## config.mk

```make
export PLATFORM = sky130hd
export DESIGN_NAME = axi4lite_regbank
export DESIGN_NICKNAME = d
export VERILOG_FILES = /design/src/rtl/axi4lite_regbank.sv
export SDC_FILE = /design/constraint.sdc
export NUM_CORES = 1
export LEC_CHECK = 0
export ABC_CLOCK_PERIOD_IN_PS = 3050
export CAP_MARGIN = 10
export CORE_AREA = 3 3 241 243
export CTS_CLUSTER_SIZE = 30
export DETAILED_ROUTE_END_ITERATION = 7
export DIE_AREA = 0 0 244 246
export HOLD_SLACK_MARGIN = 0.06
export SLEW_MARGIN = 10
export SYNTH_ARGS = -nofsm -noshare
export SYNTH_HDL_FRONTEND = slang
export SYNTH_SLANG_ARGS = --single-unit
```

## constraint.sdc

```tcl
create_clock -name clk -period 3.05 [get_ports clk]
set_input_delay 0.305 -clock clk [delete_from_list [all_inputs] [get_ports clk]]
set_output_delay 0.305 -clock clk [all_outputs]
set_load 0.02 [all_outputs]
```

## src/rtl/axi4lite_regbank.sv

```systemverilog
// axi4lite_regbank: parametrised AXI4-Lite register bank with read-only status registers and access strobes
module axi4lite_regbank #(
    parameter int                 DW      = 32,
    parameter int                 AW      = 8,
    parameter int                 REG_NUM = 8,
    parameter logic [REG_NUM-1:0] RO_MASK = '0
) (
    input  logic                  clk,
    input  logic                  reset_n,
    input  logic [AW-1:0]         awaddr,
    input  logic                  awvalid,
    output logic                  awready,
    input  logic [DW-1:0]         wdata,
    input  logic [DW/8-1:0]       wstrb,
    input  logic                  wvalid,
    output logic                  wready,
    output logic [1:0]            bresp,
    output logic                  bvalid,
    input  logic                  bready,
    input  logic [AW-1:0]         araddr,
    input  logic                  arvalid,
    output logic                  arready,
    output logic [DW-1:0]         rdata,
    output logic [1:0]            rresp,
    output logic                  rvalid,
    input  logic                  rready,
    output logic [REG_NUM*DW-1:0] regs_out,
    input  logic [REG_NUM*DW-1:0] regs_in,
    output logic [REG_NUM-1:0]    wr_pulse,
    output logic [REG_NUM-1:0]    rd_pulse
);
    localparam int SW = DW / 8;
    localparam int LB = $clog2(SW);
    localparam int IW = AW - LB;

    logic [REG_NUM-1:0][DW-1:0] regs_q, regs_d;
    logic aw_held_q, aw_held_d, w_held_q, w_held_d, bvalid_q, bvalid_d, rvalid_q, rvalid_d;
    logic [IW-1:0] aw_idx_q, aw_idx_d;
    logic [DW-1:0] wdata_q, wdata_d, rdata_q, rdata_d;
    logic [SW-1:0] wstrb_q, wstrb_d;
    logic [1:0] bresp_q, bresp_d, rresp_q, rresp_d;
    logic [REG_NUM-1:0] wr_pulse_q, wr_pulse_d, rd_pulse_q, rd_pulse_d;
    logic aw_hs, w_hs, ar_hs, commit;
    logic [IW-1:0] w_idx, r_idx;
    logic [DW-1:0] w_data, r_val;
    logic [SW-1:0] w_strb;
    logic unused_addr_lsb;

    assign awready = ~aw_held_q & ~bvalid_q;
    assign wready = ~w_held_q & ~bvalid_q;
    assign arready = ~rvalid_q;
    assign bvalid = bvalid_q;
    assign bresp = bresp_q;
    assign rvalid = rvalid_q;
    assign rdata = rdata_q;
    assign rresp = rresp_q;
    assign wr_pulse = wr_pulse_q;
    assign rd_pulse = rd_pulse_q;
    assign unused_addr_lsb = ^{awaddr[LB-1:0], araddr[LB-1:0]};

    always_comb begin
        aw_hs = awvalid & awready;
        w_hs = wvalid & wready;
        ar_hs = arvalid & arready;
        commit = (aw_held_q | aw_hs) & (w_held_q | w_hs) & ~bvalid_q;
        w_idx = aw_held_q ? aw_idx_q : awaddr[AW-1:LB];
        w_data = w_held_q ? wdata_q : wdata;
        w_strb = w_held_q ? wstrb_q : wstrb;
        r_idx = araddr[AW-1:LB];
        r_val = '0;
        regs_d = regs_q;
        wr_pulse_d = '0;
        rd_pulse_d = '0;
        // Out-of-range or read-only targets match no writable slot, so they fall out as SLVERR
        for (int i = 0; i < REG_NUM; i++) begin
            wr_pulse_d[i] = commit & (w_idx == IW'(i)) & ~RO_MASK[i];
            rd_pulse_d[i] = ar_hs & (r_idx == IW'(i));
            if (rd_pulse_d[i]) r_val = RO_MASK[i] ? regs_in[i*DW +: DW] : regs_q[i];
            for (int k = 0; k < SW; k++)
                if (wr_pulse_d[i] & w_strb[k]) regs_d[i][k*8 +: 8] = w_data[k*8 +: 8];
        end
        aw_held_d = ~commit & (aw_held_q | aw_hs);
        aw_idx_d = aw_hs ? awaddr[AW-1:LB] : aw_idx_q;
        w_held_d = ~commit & (w_held_q | w_hs);
        wdata_d = w_hs ? wdata : wdata_q;
        wstrb_d = w_hs ? wstrb : wstrb_q;
        bvalid_d = commit | (bvalid_q & ~bready);
        bresp_d = commit ? ((|wr_pulse_d) ? 2'b00 : 2'b10) : bresp_q;
        rvalid_d = ar_hs | (rvalid_q & ~rready);
        rdata_d = ar_hs ? r_val : rdata_q;
        rresp_d = ar_hs ? ((|rd_pulse_d) ? 2'b00 : 2'b10) : rresp_q;
    end

    always_comb begin
        regs_out = '0;
        for (int i = 0; i < REG_NUM; i++) regs_out[i*DW +: DW] = RO_MASK[i] ? '0 : regs_q[i];
    end

    always_ff @(posedge clk or negedge reset_n) begin
        if (!reset_n) begin
            regs_q <= '0;
            aw_held_q <= 1'b0;
            aw_idx_q <= '0;
            w_held_q <= 1'b0;
            wdata_q <= '0;
            wstrb_q <= '0;
            bvalid_q <= 1'b0;
            bresp_q <= 2'b00;
            rvalid_q <= 1'b0;
            rdata_q <= '0;
            rresp_q <= 2'b00;
            wr_pulse_q <= '0;
            rd_pulse_q <= '0;
        end else begin
            regs_q <= regs_d;
            aw_held_q <= aw_held_d;
            aw_idx_q <= aw_idx_d;
            w_held_q <= w_held_d;
            wdata_q <= wdata_d;
            wstrb_q <= wstrb_d;
            bvalid_q <= bvalid_d;
            bresp_q <= bresp_d;
            rvalid_q <= rvalid_d;
            rdata_q <= rdata_d;
            rresp_q <= rresp_d;
            wr_pulse_q <= wr_pulse_d;
            rd_pulse_q <= rd_pulse_d;
        end
    end
endmodule

```

# Word level (Yosys, flattened, before mapping)
# Index checks and enable logic that the tools add are counted.
dict set report classes {
  n_eq_ne 14
  n_bitwise 70
  reduce_logical 4
  mux 13
}
# op n
set op_table {}
lappend op_table {{$mux W32} 9}
lappend op_table {{$and A1 B1 Y1} 59}
lappend op_table {{$eq A6 B3 Y1 const B} 8}
lappend op_table {{$eq A6 B2 Y1 const B} 4}
lappend op_table {{$reduce_or A8 Y1} 2}
lappend op_table {{$eq A6 B1 Y1 const B} 2}
lappend op_table {{$logic_not A6 Y1} 2}
lappend op_table {{$not A1 Y1} 7}
lappend op_table {{$mux W6} 1}
lappend op_table {{$mux W2} 2}
lappend op_table {{$mux W4} 1}
lappend op_table {{$or A1 B1 Y1} 4}
dict set report word_totals {
  output_inout_bits 313
  regBits 354
  wordCells 145
  inputBits 315
}

# Logic depth before layout (Yosys ltp)
dict set report depth {
  ltp_word 11
  ltp_mapped 8
  ltp_nobuf 4
}

# Worst setup path after synthesis
# Ideal clock, no wire load.
dict set report synth_timing {
  path_kind {register -> register}
  startpoint {register aw_held_q}
  endpoint {register regs_q (netlist bit regs_out[128])}
  setup_time_ns 0.125
  t_required_ns 2.925
  slack_ns 0.599
  path_buffers 1
  period_less_slack_ns 2.451
  arrival_ns 2.326
  stages_incl_launch_ff 6
  path_cell_list {dfrtp_1 -> or3_1 -> a211o_1 -> buf_4 -> nor4_4 -> mux2_2}
}
dict set report synth_via {
  elab_chain_cells 8
  elab_cells_between_ends 10
  cone_classes {eq/ne (1); mux (1); bitwise (8)}
}
# element line_no
set synth_rtl {}
lappend synth_rtl {{start, declared} 37} ;# logic aw_held_q, aw_held_d, w_held_q, w_held_d, bvalid_q, bvalid_d, rvalid_q, rvalid_d;
lappend synth_rtl {{start signal, assigned} 116} ;# aw_held_q <= aw_held_d;
lappend synth_rtl {{$not A1 Y1} 49} ;# assign awready = ~aw_held_q & ~bvalid_q;
lappend synth_rtl {{$and A1 B1 Y1} 49}
lappend synth_rtl {{$and A1 B1 Y1} 62} ;# aw_hs = awvalid & awready;
lappend synth_rtl {{$or A1 B1 Y1} 65} ;# commit = (aw_held_q | aw_hs) & (w_held_q | w_hs) & ~bvalid_q;
lappend synth_rtl {{$and A1 B1 Y1 (2 in series)} 65}
lappend synth_rtl {{$and A1 B1 Y1 *} 76} ;# wr_pulse_d[i] = commit & (w_idx == IW'(i)) & ~RO_MASK[i];
lappend synth_rtl {{$and A1 B1 Y1 *} 80} ;# if (wr_pulse_d[i] & w_strb[k]) regs_d[i][k*8 +: 8] = w_data[k*8 +: 8];
lappend synth_rtl {{end signal, assigned} 115} ;# regs_q <= regs_d;
lappend synth_rtl {{end, declared} 36} ;# logic [REG_NUM-1:0][DW-1:0] regs_q, regs_d;
# Mark *: on every way between the ends. The rest lies on a longest branch, timed or not.
# A chain may end at the register's enable or synchronous reset.

# Worst setup path in the final report
dict set report layout_timing {
  startpoint {register aw_held_q}
  endpoint {register regs_q (netlist bit regs_out[106])}
}
# The elaborated chain is that of the path after synthesis.

==> run summary <==
Rel. slew slack - 41.4%
Clk_skew - 29.7 ps
Largest net degree at the start of global routing - 76
Final net count - 1830
Via/cell ratio - 4.92
Overflow after GRT - 0
Final setup viols - 0
VDD IR max - 0.534 mV
Leakage - 0.00949 uW
GRT Max-Usage Layer - met2
Antenna violations before repair - 9
Worst setup path class - reg -> reg
Reg2Reg Depth - 5
Port bufs - 365
Slowest Stage Delay on Critical Path - 640 ps
CP cell instances - or3b_1, a222oi_1, buf_4, nand2_1, mux2_2
Top delay family on crit path - simple AND/OR/NAND/NOR gates
Grt met3 use - 7.43%
Starting DRT DRC Count - 545
Compound-Gate Fraction of Synth Area - 6.68%
Total GRT Usage - 18.7%
CTS Root Cell - clkbuf_16
CP Depth - 5
Num ports - 628
R2r startpoint - aw_held_q$_DFF_PN0_
H-tree depth - 2
CTS Sinks - 352
Hold path start - araddr[2]
CTS Buf Count - 42
Initial Util - 27.9%
WL per Instance - 24.6 um
CP Launch Point - aw_held_q$_DFF_PN0_
Grt met1 use - 24.5%
Grt met2 use - 28.8%
Rows - 87
Multi-input logic area - 6620 sq um
Final WL - 56800 um
Clk_lat worst skew - 560 ps
Clock Path Buffers - 3
Gate Count Post-Synth - 1103
Commonest non-fill, non-tap cell in the layout - clkdlybuf4s50_1
Count of final hold-check violations - 0
Layout cells sized above 1 - 33.1%
Largest family of logic cells by synthesized area - multiplexers
Total negative slack - 0 ps
Minimum clock period after layout - 2810 ps
Xor/xnor share of the synthesized area - 0%
Final period utilization - 92.2%
Startpoint types - register
Detailed Routing Iterations Pass 1 - 6
Worst-path clk slew - 60 ps
Worst hold path class - in -> reg
CTS tree - done
Synth Warn # - 0
Layout Cells excl Fill - 2305
Cell Count Post-Placement - 2226
CP required - 3490 ps
Simple-gate share of the synthesized area - 5.07%
R2R setup slack - 240 ps
CP max-delay cell - dfrtp_1
Max-cap violations - 0
Die W - 244 um
Max Fclk - 356 MHz
Post-route ant nets - 0
Commonest cells after routing, fill and taps aside - clkdlybuf4s50_1 (362), dfrtp_1 (351), mux2_2 (323)
Die Area - 60000 sq um
Hold WS - 319 ps
Synthesis-stage register bit count - 352
Status - finished, final reports clean
Fin. max-slew vios - 0
FF/Latch Area - 8810 sq um
Die H - 246 um
Area growth syn-to-layout - 40.7%
CP arrival - 3250 ps
First-pass GRT wire length - 83400 um
Worst setup margin - 239 ps
Residual DRC - 0
Core area - 56200 sq um
Dpl hpwl - 40800 um
Filler cells - 5377
R2r endpoint - regs_out[106]$_DFFE_PN0P_
Area of the mapped netlist - 15700 sq um
Seq/Total Area, Yosys - 56.2%
Actual slew at the worst max-slew pin - 879 ps
Worst path buffer plus inverter count - 1
Crit end category - register
Syn avg cell area - 14.2 sq um
PostCTS Resize Cnt - 0
Post-synthesis mux area share - 30.3%
Critical Path Fanout Max - 18
Power per cell area - 922 nW/um^2
Number of global-route vias before repair - 12100
Placer Congestion - 0.850
Worst Setup EP - regs_out[106]$_DFFE_PN0P_
Pre-CTS setup slack - 82.5 ps
RSZ-0062 raised after global routing - false
Final core occ - 39.2%
Via count - 11300
Post-synthesis adder-cell area fraction - 0%
Yosys cell types - 43
## report_power, final
| part | total, uW | internal, uW | switching [uW] |
|---|---|---|---|
| Clock | 5110 | 3100 | 2010 |
| Combinational | 7850 | 3890 | 3970 |
| Sequential | 7350 | 6140 | 1220 |
| Total | 20300 | 13100 | 7190 |
## layer usage
| layer | wire (um) | vias up |
|---|---|---|
| met5 | 72 | - |
| met4 | 1380 | 10 |
| met1 | 24700 | 5808 |
| li1 | - | 4997 |
| met3 | 5550 | 94 |
| met2 | 25100 | 427 |
## Yosys cell counts, drive strengths merged
cell type	n	area share (%)
conb	1	0.024
nand3b	4	0.19
or3b	6	0.34
mux4	29	4.2
mux2	331	24
nor4	10	1.2
nand2	49	1.2
a222oi	3	0.19
a31oi	28	1.1
dfrtp	352	56
a221o	2	0.13
nand3	11	0.35
o2bb2ai	28	1.6
or4b	1	0.064
nand2b	5	0.20
buf	17	0.52
or3	4	0.16
and2	4	0.16
a21oi	15	0.48
nor2b	4	0.16
nor3	12	0.51
a211o	1	0.056
o221a	2	0.14
o22ai	34	1.4
o2111ai	1	0.056
o21a	5	0.24
a211oi	1	0.048
o21ai	32	1.0
or2	2	0.080
a22o	1	0.056
inv	5	0.12
mux2i	37	2.4
clkbuf	43	1.0
o21bai	1	0.048
nor2	19	0.46
a221oi	3	0.17
## logic make-up (layout without fill, tap and decap cells)
kind of cell	after synthesis	after routing
AND/OR/NAND/NOR	131	131
multiplexers	397	397
buffers and inverters	65	506
AO/OA/AOI/OAI	157	157
other	1	6
flip-flops	352	352
## timing repair
| action | in CTS | in global routing |
|---|---|---|
| hold buffers | 1 | 0 |
| setup buffers | 0 | 0 |
| hold endpoints to repair | 67 | 0 |
| endpoints found under the setup margin | 0 | 0 |
## stage by stage
| stage | area, sq um | total power [uW] |
|---|---|---|
| 2_1_floorplan | 15700 | 11300 |
| 3_3_place_gp | 20600 | 15200 |
| 3_5_place_dp | 20600 | 15300 |
| 4_1_cts | 22000 | 20600 |
| 5_1_grt | 22000 | 21400 |
| 6_report | 22000 | 20300 |
## tightest hold or removal path: stages
cell and delay, ps:
buf_6 220, o21ai_0 200, a31oi_1 80
## state kept, by name, indices dropped and copies added (netlist names)
name       cells
rd_pulse       8
wdata_q       32
aw_held_q      1
bresp          1
regs_out     256
rdata         32
wstrb_q        4
aw_idx_q       6
wr_pulse       8
rvalid         1
w_held_q       1
rresp          1
bvalid         1
## worst min path at each step
stage	depth (start not counted)	slack (ps)	end
finish	3	320	rdata[1]$_DFFE_PN0P_
detailed placement	1	350	regs_out[244]$_DFFE_PN0P_
global route	3	320	rdata[29]$_DFFE_PN0P_
floorplan	0	9	aw_held_q$_DFF_PN0_
CTS	3	290	rdata[3]$_DFFE_PN0P_
global placement	1	360	regs_out[244]$_DFFE_PN0P_
## layout make-up
type	count	area share [%]
inverter	5	0.0852
antenna	4	0.0454
multi-input combinational	687	30.1
timing repair buffer	427	19.2
clock buffer	59	5.29
sequential	352	40.0
tap	756	4.29
clock inverter	15	1.04
No activity file was read; power rests on OpenSTA's default activity.
